<file path="config.mk">
export PLATFORM = sky130hd
export DESIGN_NAME = br_resolve_ctrl
export DESIGN_NICKNAME = d
export VERILOG_FILES = /design/src/rtl/br_resolve_ctrl.sv
export SDC_FILE = /design/constraint.sdc
export NUM_CORES = 1
export LEC_CHECK = 0
export CAP_MARGIN = 20
export CORE_AREA = 2 2 208 210
export CTS_CLUSTER_SIZE = 24
export DETAILED_ROUTE_END_ITERATION = 7
export DIE_AREA = 0 0 210 212
export RECOVER_POWER = 100
export SYNTH_ARGS = -nofsm -noshare
export SYNTH_HDL_FRONTEND = slang
export SYNTH_SLANG_ARGS = --single-unit
</file>
<file path="constraint.sdc">
create_clock -name CLK -period 7.8 [get_ports CLK]
set_input_delay 1.56 -clock CLK [delete_from_list [all_inputs] [get_ports CLK]]
set_output_delay 1.56 -clock CLK [all_outputs]
set_load 0.05 [all_outputs]
</file>
<file path="src/rtl/br_resolve_ctrl.sv">
// In-order branch resolution: FIFO of IF predictions retired by EX. The predictor update, flush and redirect are registered one cycle after the pop.
// Backpressure: fe_ready drops when the FIFO is full and during the flush/recover window, while ex_valid is ignored in that window.

module br_fifo #(
    parameter int W     = 8,
    parameter int DEPTH = 4
) (
    input  logic         CLK,
    input  logic         RST,
    input  logic         clr,
    input  logic         push,
    input  logic [W-1:0] push_dat,
    input  logic         pop,
    output logic [W-1:0] head_dat,
    output logic         full,
    output logic         empty
);
    localparam int AW = $clog2(DEPTH);

    logic [W-1:0]  mem [DEPTH];
    logic [AW-1:0] wr_ptr;
    logic [AW-1:0] rd_ptr;
    logic [AW:0]   count;

    always_ff @(posedge CLK) begin
        if (RST || clr) begin
            wr_ptr <= '0;
            rd_ptr <= '0;
            count  <= '0;
        end else begin
            if (push) wr_ptr <= wr_ptr + AW'(1);
            if (pop)  rd_ptr <= rd_ptr + AW'(1);
            if (push && !pop)
                count <= count + (AW+1)'(1);
            else if (pop && !push)
                count <= count - (AW+1)'(1);
        end
    end

    always_ff @(posedge CLK) begin
        if (push) mem[wr_ptr] <= push_dat;
    end

    assign head_dat = mem[rd_ptr];
    assign full     = (count == (AW+1)'(DEPTH));
    assign empty    = (count == '0);
endmodule

module br_resolve_ctrl #(
    parameter int DEPTH       = 4,
    parameter int IDX_W       = 3,
    parameter int RECOVER_CYC = 2,
    parameter int CNT_W       = 16
) (
    input  logic             CLK,
    input  logic             RST,
    input  logic             pc_en,
    input  logic             fe_valid,
    input  logic [IDX_W-1:0] fe_index,
    input  logic             fe_predict,
    input  logic [31:0]      fe_target,
    input  logic [31:0]      fe_npc,
    output logic             fe_ready,
    input  logic             ex_valid,
    input  logic             ex_taken,
    input  logic [31:0]      ex_target,
    output logic             upd_en,
    output logic [IDX_W-1:0] upd_index,
    output logic             upd_taken,
    output logic [31:0]      upd_target,
    output logic             flush,
    output logic             redirect_en,
    output logic [31:0]      redirect_pc,
    output logic             pop_err,
    output logic [CNT_W-1:0] br_cnt,
    output logic [CNT_W-1:0] mis_cnt
);
    localparam int RW = (RECOVER_CYC > 2) ? $clog2(RECOVER_CYC) : 1;

    typedef enum logic [1:0] {RUN, FLUSH, RECOVER} state_t;

    typedef struct packed {
        logic [IDX_W-1:0] index;
        logic             predict;
        logic [31:0]      target;
        logic [31:0]      npc;
    } ent_t;

    state_t        state, state_nxt;
    logic [RW-1:0] rcnt, rcnt_nxt;
    ent_t          head_dat, push_dat;
    logic          full, empty;
    logic          do_push, do_pop, mispred, kill, pop_empty;

    assign fe_ready  = !full && (state == RUN) && !RST;
    assign do_pop    = ex_valid && pc_en && (state == RUN) && !empty;
    assign pop_empty = ex_valid && pc_en && (state == RUN) && empty;
    assign mispred   = (head_dat.predict != ex_taken) ||
                       (ex_taken && (head_dat.target != ex_target));
    assign kill      = do_pop && mispred;
    // Wrong-path push in the mispredict cycle is dropped along with the whole FIFO.
    assign do_push   = fe_valid && fe_ready && pc_en && !kill;
    assign push_dat  = '{index: fe_index, predict: fe_predict, target: fe_target, npc: fe_npc};

    br_fifo #(.W($bits(ent_t)), .DEPTH(DEPTH)) u_fifo (
        .CLK      (CLK),
        .RST      (RST),
        .clr      (kill),
        .push     (do_push),
        .push_dat (push_dat),
        .pop      (do_pop),
        .head_dat (head_dat),
        .full     (full),
        .empty    (empty)
    );

    always_ff @(posedge CLK) begin
        if (RST) begin
            state <= RUN;
            rcnt  <= '0;
        end else begin
            state <= state_nxt;
            rcnt  <= rcnt_nxt;
        end
    end

    always_comb begin
        state_nxt = state;
        rcnt_nxt  = rcnt;
        case (state)
            RUN:     if (kill) state_nxt = FLUSH;
            FLUSH: begin
                state_nxt = RECOVER;
                rcnt_nxt  = RW'(RECOVER_CYC - 1);
            end
            RECOVER: begin
                if (rcnt == '0) state_nxt = RUN;
                else            rcnt_nxt  = rcnt - RW'(1);
            end
            default: state_nxt = RUN;
        endcase
    end

    always_ff @(posedge CLK) begin
        if (RST) begin
            upd_en      <= 1'b0;
            upd_index   <= '0;
            upd_taken   <= 1'b0;
            upd_target  <= '0;
            flush       <= 1'b0;
            redirect_en <= 1'b0;
            redirect_pc <= '0;
            pop_err     <= 1'b0;
            br_cnt      <= '0;
            mis_cnt     <= '0;
        end else begin
            upd_en      <= do_pop;
            upd_index   <= do_pop ? head_dat.index : '0;
            upd_taken   <= do_pop && ex_taken;
            upd_target  <= do_pop ? ex_target : '0;
            flush       <= kill;
            redirect_en <= kill;
            redirect_pc <= do_pop ? (ex_taken ? ex_target : head_dat.npc) : '0;
            if (pop_empty) pop_err <= 1'b1;
            if (do_pop && !(&br_cnt)) br_cnt <= br_cnt + CNT_W'(1);
            if (kill && !(&mis_cnt)) mis_cnt <= mis_cnt + CNT_W'(1);
        end
    end
endmodule

</file>
# == Yosys cells after proc, flatten, opt, wreduce, memory -nomap -nowiden ==
# Memory sizes are Yosys's and may differ from the RTL's. A register that Yosys moved wholly into a read port is not among the register bits.
# Index checks and enable logic that the tools add are counted.
# word_totals
wordCells,76
n_memories,1
latch_bits,0
reg_bits,113
ramBits,272
output_inout_bits,105
rom_bits,0
# mem_list
name,depth,word_bits,rd,rd_clocked_by_memory_dff,wr,line,text
u_fifo.mem,4,68,1,1,1,20,logic [W-1:0] mem [DEPTH];
# classes
muxes,12
n_lt_le_gt_ge,0
n_eq_ne,7
shifts,0
n_reduce_logical,34
addsub,7
div,0
multipliers,0
n_bitwise,1
# op_table
operator,n
$add A16 B1 Y16 const B,2
$mux W32,1
$ne A32 B32 Y1,1
$reduce_and A16 Y1,2
$logic_and A1 B1 Y1,16
$logic_not A1 Y1,8
$mux W2,4
$mux W3,2
$pmux W2 S3,1
$add A2 B1 Y2 const B,2
$ne A2 B2 Y1 const B,2
$reduce_bool A2 Y1,2
$add A3 B1 Y3 const B,1
$eq A3 B3 Y1 const B,1
$logic_not A3 Y1,1
$mux W1,3
$sub A3 B1 Y3 const B,1
$eq A2 B1 Y1 const B,1
$eq A2 B2 Y1 const B,1
$logic_not A2 Y1,1
$logic_or A1 B1 Y1,2
$pmux W1 S2,1
$reduce_and A2 Y1,1
$reduce_or A2 Y1,1
other kinds (3),3

# == Logic depth before layout (Yosys ltp) ==
# logic_depth
ltp_word,11
ltp_mapped,13
ltp_nobuf,11

# == Cells and area by module ==
# Synthesis repeated with hierarchy kept, for this count alone.
# hier_totals
cells_unflattened,828
area_unflattened_um2,14532.7
# by_module_without_submodules
module,cells_each,area_each_um2,seq_area_each_um2,n_inst
br_fifo,401,10271.1,8348.0,1
br_resolve_ctrl,427,4261.6,2122.0,1

# == Least setup slack after synthesis ==
# Ideal clock, no wire load.
# synth_path
path_kind,input to register
from,input port RST
to,memory u_fifo.mem[0][0] (netlist name) (enable)
stages,5
setup_slack_ps,2133
arrival_ps,5234
setup_ps,434
path_cell_list,clkbuf_1 a211oi_1 and3_1 clkbuf_1 and3_1
# synth_between
elab_chain_cells,7
# synth_rtl
element,line,text
from (decl),56,"input logic RST,"
$logic_not A1 Y1,95,assign fe_ready = !full && (state == RUN) && !RST;
$logic_and A1 B1 Y1,95,
net fe_ready,63,"output logic fe_ready,"
$logic_and A1 B1 Y1 (3 in a row),102,assign do_push = fe_valid && fe_ready && pc_en && !kill;
$mux W1,41,if (push) mem[wr_ptr] <= push_dat;
$mux W1 (not written as such),41,
to (decl),20,
# The timed path passes the listed nets, and every way through them passes these cells.

==> key figures <==
Status
  • Result of the run: finished, violations left
  • Violations in the final reports: max-capacitance violations, max-slew violations

Synthesis
  • Area fraction in compound gates after synthesis: 1.75%
  • Part of the Yosys area used for sequential elements: 71.8%
  • Mux contribution to synthesized area: 13.4%
  • EDFF count, synth: 272
  • Post-Synthesis Mean Instance Area: 16.9 µm²
  • Yosys warning total: 0
  • Area of the mapped netlist: 14600 µm²
  • Synthesized-area fraction occupied by and/or/nand/nor cells: 7.21%
  • Asr flop ratio synth: 0%
  • Prevailing post-synth register cell: sky130_fd_sc_hd__edfxtp_1
  • Number of flip-flops and latches in the synthesized netlist: 387
  • Main combinational cell family by area after synthesis: multiplexers
  • Cells after Synth: 862
  • Area share of the largest cell type after synthesis: 56.0%
  • Net Count, Synth: 979
  • Yosys top cell by area: sky130_fd_sc_hd__edfxtp_1
  • Adder-Cell Fraction of Synth Area: 0.996%
  • Top post-synthesis cells by area: sky130_fd_sc_hd__edfxtp_1 56%, sky130_fd_sc_hd__dfxtp_1 16%, sky130_fd_sc_hd__mux4_2 9.6%, sky130_fd_sc_hd__mux2i_1 3.2%, sky130_fd_sc_hd__xor2_1 2.5%
  • Synth unique cells: 54
  • Xor and xnor area share after synthesis: 3.18%

Worst hold path
  • Hold endpoint: state[1]
  • Hold Path Stages: 2
  • Min-delay src: state[1]
  • Hold Path Class: flop to flop

Final layout
  • Commonest cells after routing, fill and taps aside: 272 x sky130_fd_sc_hd__edfxtp_1, 175 x sky130_fd_sc_hd__dlygate4sd3_1, 113 x sky130_fd_sc_hd__dfxtp_1
  • Share of final-layout standard cells stronger than drive strength 1: 13.1%
  • Area Growth Syn to Fin: 28.1%
  • Most common library cell in the layout ignoring fill and taps: sky130_fd_sc_hd__edfxtp_1
  • Fin cells: 1680
  • Number of nets in the layout: 1208

Detailed routing
  • Total via count in the routed design: 8157
  • DR WL/cell: 20.9 µm
  • WL final: 35100 µm
  • Detailed-router iteration count before antenna repair: 4
  • Number of DRC violations after detailed-routing iteration 0: 487
  • Post-route DRC: 0
  • Antenna Nets Post-Route: 0
  • Via density per instance: 4.86

Worst setup path
  • Critical path endpoint category: flop
  • Endpoint of the most critical register-to-register path: u_fifo.mem[1][0]
  • Depth of the worst register-to-register path: 9
  • Critical Path Start Type: flop
  • Register-to-register setup slack: 1510 ps
  • Type of the worst setup path: flop to flop
  • Maximum fanout count along the critical path: 59
  • Critical path required time: 7980 ps
  • Data arrival time of the worst path: 6470 ps

STA
  • Max transition margin: -31.7%
  • Period utilisation layout: 80.6%
  • Final worst clock skew: 18.7 ps
  • Setup Viol. Count Final: 0
  • Post-layout min period: 6290 ps
  • Transition time at the pin with the least slew margin: 1980 ps
  • Maximum clock frequency: 0.159 GHz
  • PnR worst setup slack: 1510 ps
  • Summed negative setup slack over all endpoints: 0 ps
  • Worst hold margin: 495 ps
  • Final Hold Fails: 0
  • Unrepaired setup endpoints after global routing: false
  • Final slew viol count: 166

Clock tree
  • Clock tree from TritonCTS: built
  • Clk sink count: 387
  • Hold buffers post-CTS: 0
  • H-tree depth reported by CTS: 2
  • Register clock-pin slew on the reported worst setup and hold paths: 60 ps
  • Post-CTS sizing: 0
  • Number of setup buffers added after CTS: 0
  • Max Root-Sink Buffers: 3
  • CTS root buffer: sky130_fd_sc_hd__clkbuf_16
  • Total CTS buffers: 43
  • Clock latency on the worst-skew pair: 560 ps

Power
  • Worst vdd rail ir drop: 0.171 mV
  • Power density over cell area: 268 nW/µm²
  • Cell leakage power: 6.53 nW

Place
  • Inst Count DP: 1592
  • GP Congestion: 0.785
  • Hpwl dp: 23100 µm
  • Worst setup timing slack at the placement stage: 2010 ps
  • Port Buffer Count: 210

Die
  • Initial core utilization: 34.3%
  • Number of primary I/O pins: 211
  • DIE WIDTH: 210 µm
  • DIE HEIGHT: 212 µm
  • Placement Rows: 76
  • DIE AREA: 44500 µm²
  • Area of the core: 42500 µm²

Global route
  • Number of global-route vias before repair: 8181
  • Wire length of the first global-routing pass: 52100 µm
  • Pin count of the biggest net entering global routing: 60
  • Number of antenna violations at the first check in global routing: 15
  • Overall global routing resource usage: 15.8%
  • Total congestion overflow: 0

Job
  • Max-cap check violation count: 3
## state kept, by name, indices dropped and copies added (netlist names), named ones only
name,count
mis_cnt,16
upd_en,1
upd_taken,1
br_cnt,16
rcnt,1
u_fifo.count,3
state,2
upd_target,32
u_fifo.rd_ptr,2
upd_index,3
u_fifo.mem,272
u_fifo.wr_ptr,2
pop_err,1
redirect_en,1
redirect_pc,32
## worst max-delay path, cell delays in order, from the launching register on
cell and delay [ps]:
sky130_fd_sc_hd__dfxtp_4 770, sky130_fd_sc_hd__buf_4 560, sky130_fd_sc_hd__mux4_2 590, sky130_fd_sc_hd__xor2_1 170
sky130_fd_sc_hd__nor4_1 480, sky130_fd_sc_hd__o211ai_1 200, sky130_fd_sc_hd__or4_1 660, sky130_fd_sc_hd__nand2b_1 470
sky130_fd_sc_hd__and3_2 1320, sky130_fd_sc_hd__clkbuf_1 550
## cells in the mapped netlist (2+ instances only)
cell type	n
sky130_fd_sc_hd__ha_1	10
sky130_fd_sc_hd__nor2b_1	10
sky130_fd_sc_hd__inv_1	10
sky130_fd_sc_hd__xnor2_1	12
sky130_fd_sc_hd__and2_1	35
sky130_fd_sc_hd__o2111ai_1	2
sky130_fd_sc_hd__xor2_1	41
sky130_fd_sc_hd__dfxtp_1	115
sky130_fd_sc_hd__mux4_2	62
sky130_fd_sc_hd__buf_2	5
sky130_fd_sc_hd__o21ai_0	2
sky130_fd_sc_hd__a31oi_1	2
sky130_fd_sc_hd__a211oi_1	3
sky130_fd_sc_hd__o211ai_1	3
sky130_fd_sc_hd__nor3_1	8
sky130_fd_sc_hd__clkbuf_1	19
sky130_fd_sc_hd__nand2_1	23
sky130_fd_sc_hd__mux2i_1	47
sky130_fd_sc_hd__mux2_2	5
sky130_fd_sc_hd__a21oi_1	8
sky130_fd_sc_hd__edfxtp_1	272
sky130_fd_sc_hd__buf_1	9
sky130_fd_sc_hd__and3_1	9
sky130_fd_sc_hd__o31ai_1	3
sky130_fd_sc_hd__nand4_1	6
sky130_fd_sc_hd__nand2b_1	2
sky130_fd_sc_hd__or4_1	4
sky130_fd_sc_hd__nor4_1	7
sky130_fd_sc_hd__buf_6	4
sky130_fd_sc_hd__o22ai_1	2
sky130_fd_sc_hd__and4_1	3
sky130_fd_sc_hd__nor2_1	80
sky130_fd_sc_hd__or3_1	2
sky130_fd_sc_hd__nand3_1	17
## cell type report
cell class | instances | area (µm²)
fillers | 3752 | 23800
clock inverters | 19 | 219
well taps | 546 | 683
repair buffers | 223 | 2180
inverters | 10 | 37.5
diodes | 8 | 20.0
multi-input cells | 426 | 3860
flip-flops and latches | 387 | 10500
clock buffers | 61 | 1200
## worst max-delay path by stage
stage                        startpoint                end  slack (ps)  depth (start not counted)
after floorplan                     RST   u_fifo.mem[0][0]        2130                          5
after global placement    ex_target[16]  u_fifo.mem[0][52]        2020                          8
after detailed placement  ex_target[16]  u_fifo.mem[0][56]        2010                          8
after CTS                          flop  u_fifo.mem[0][15]        2260                          9
after global routing               flop  u_fifo.mem[1][33]        1070                          9
final                              flop   u_fifo.mem[1][0]        1510                          9
## logic make-up after synthesis
| logic type | count (synthesis) |
|---|---|
| buffers and inverters | 49 |
| XOR/XNOR | 53 |
| AND/OR/NAND/NOR | 210 |
| adder cells (fa/ha/maj) | 11 |
| AO/OA/AOI/OAI | 36 |
| multiplexers | 116 |
| flip-flops | 387 |
## power by group
group / switching (mW) / total, mW / internal (mW)
clock: 0.800 / 2.01 / 1.21
sequential: 0.0564 / 2.35 / 2.29
combinational: 0.373 / 0.643 / 0.271
total: 1.23 / 5.00 / 3.78
## metrics by stage
step	util [%]	cell area [µm²]	power, mW
3_5_place_dp	40.7	17300	3.06
6_report	43.9	18700	5.00
3_3_place_gp	40.7	17300	3.06
2_1_floorplan	-	14600	2.82
5_1_grt	43.9	18700	5.21
4_1_cts	44.0	18700	5.09
## metal layers
layer	GRT usage, %	wire [µm]	vias up	part of all wire [%]
met2	25.1	16400	261	47
met3	3.87	2180	53	6.2
met1	21.7	15700	4087	45
li1	-	-	3746	-
met4	4.92	711	10	2.0
met5	0	66	-	0.19
(Power assumes the default switching activity.)
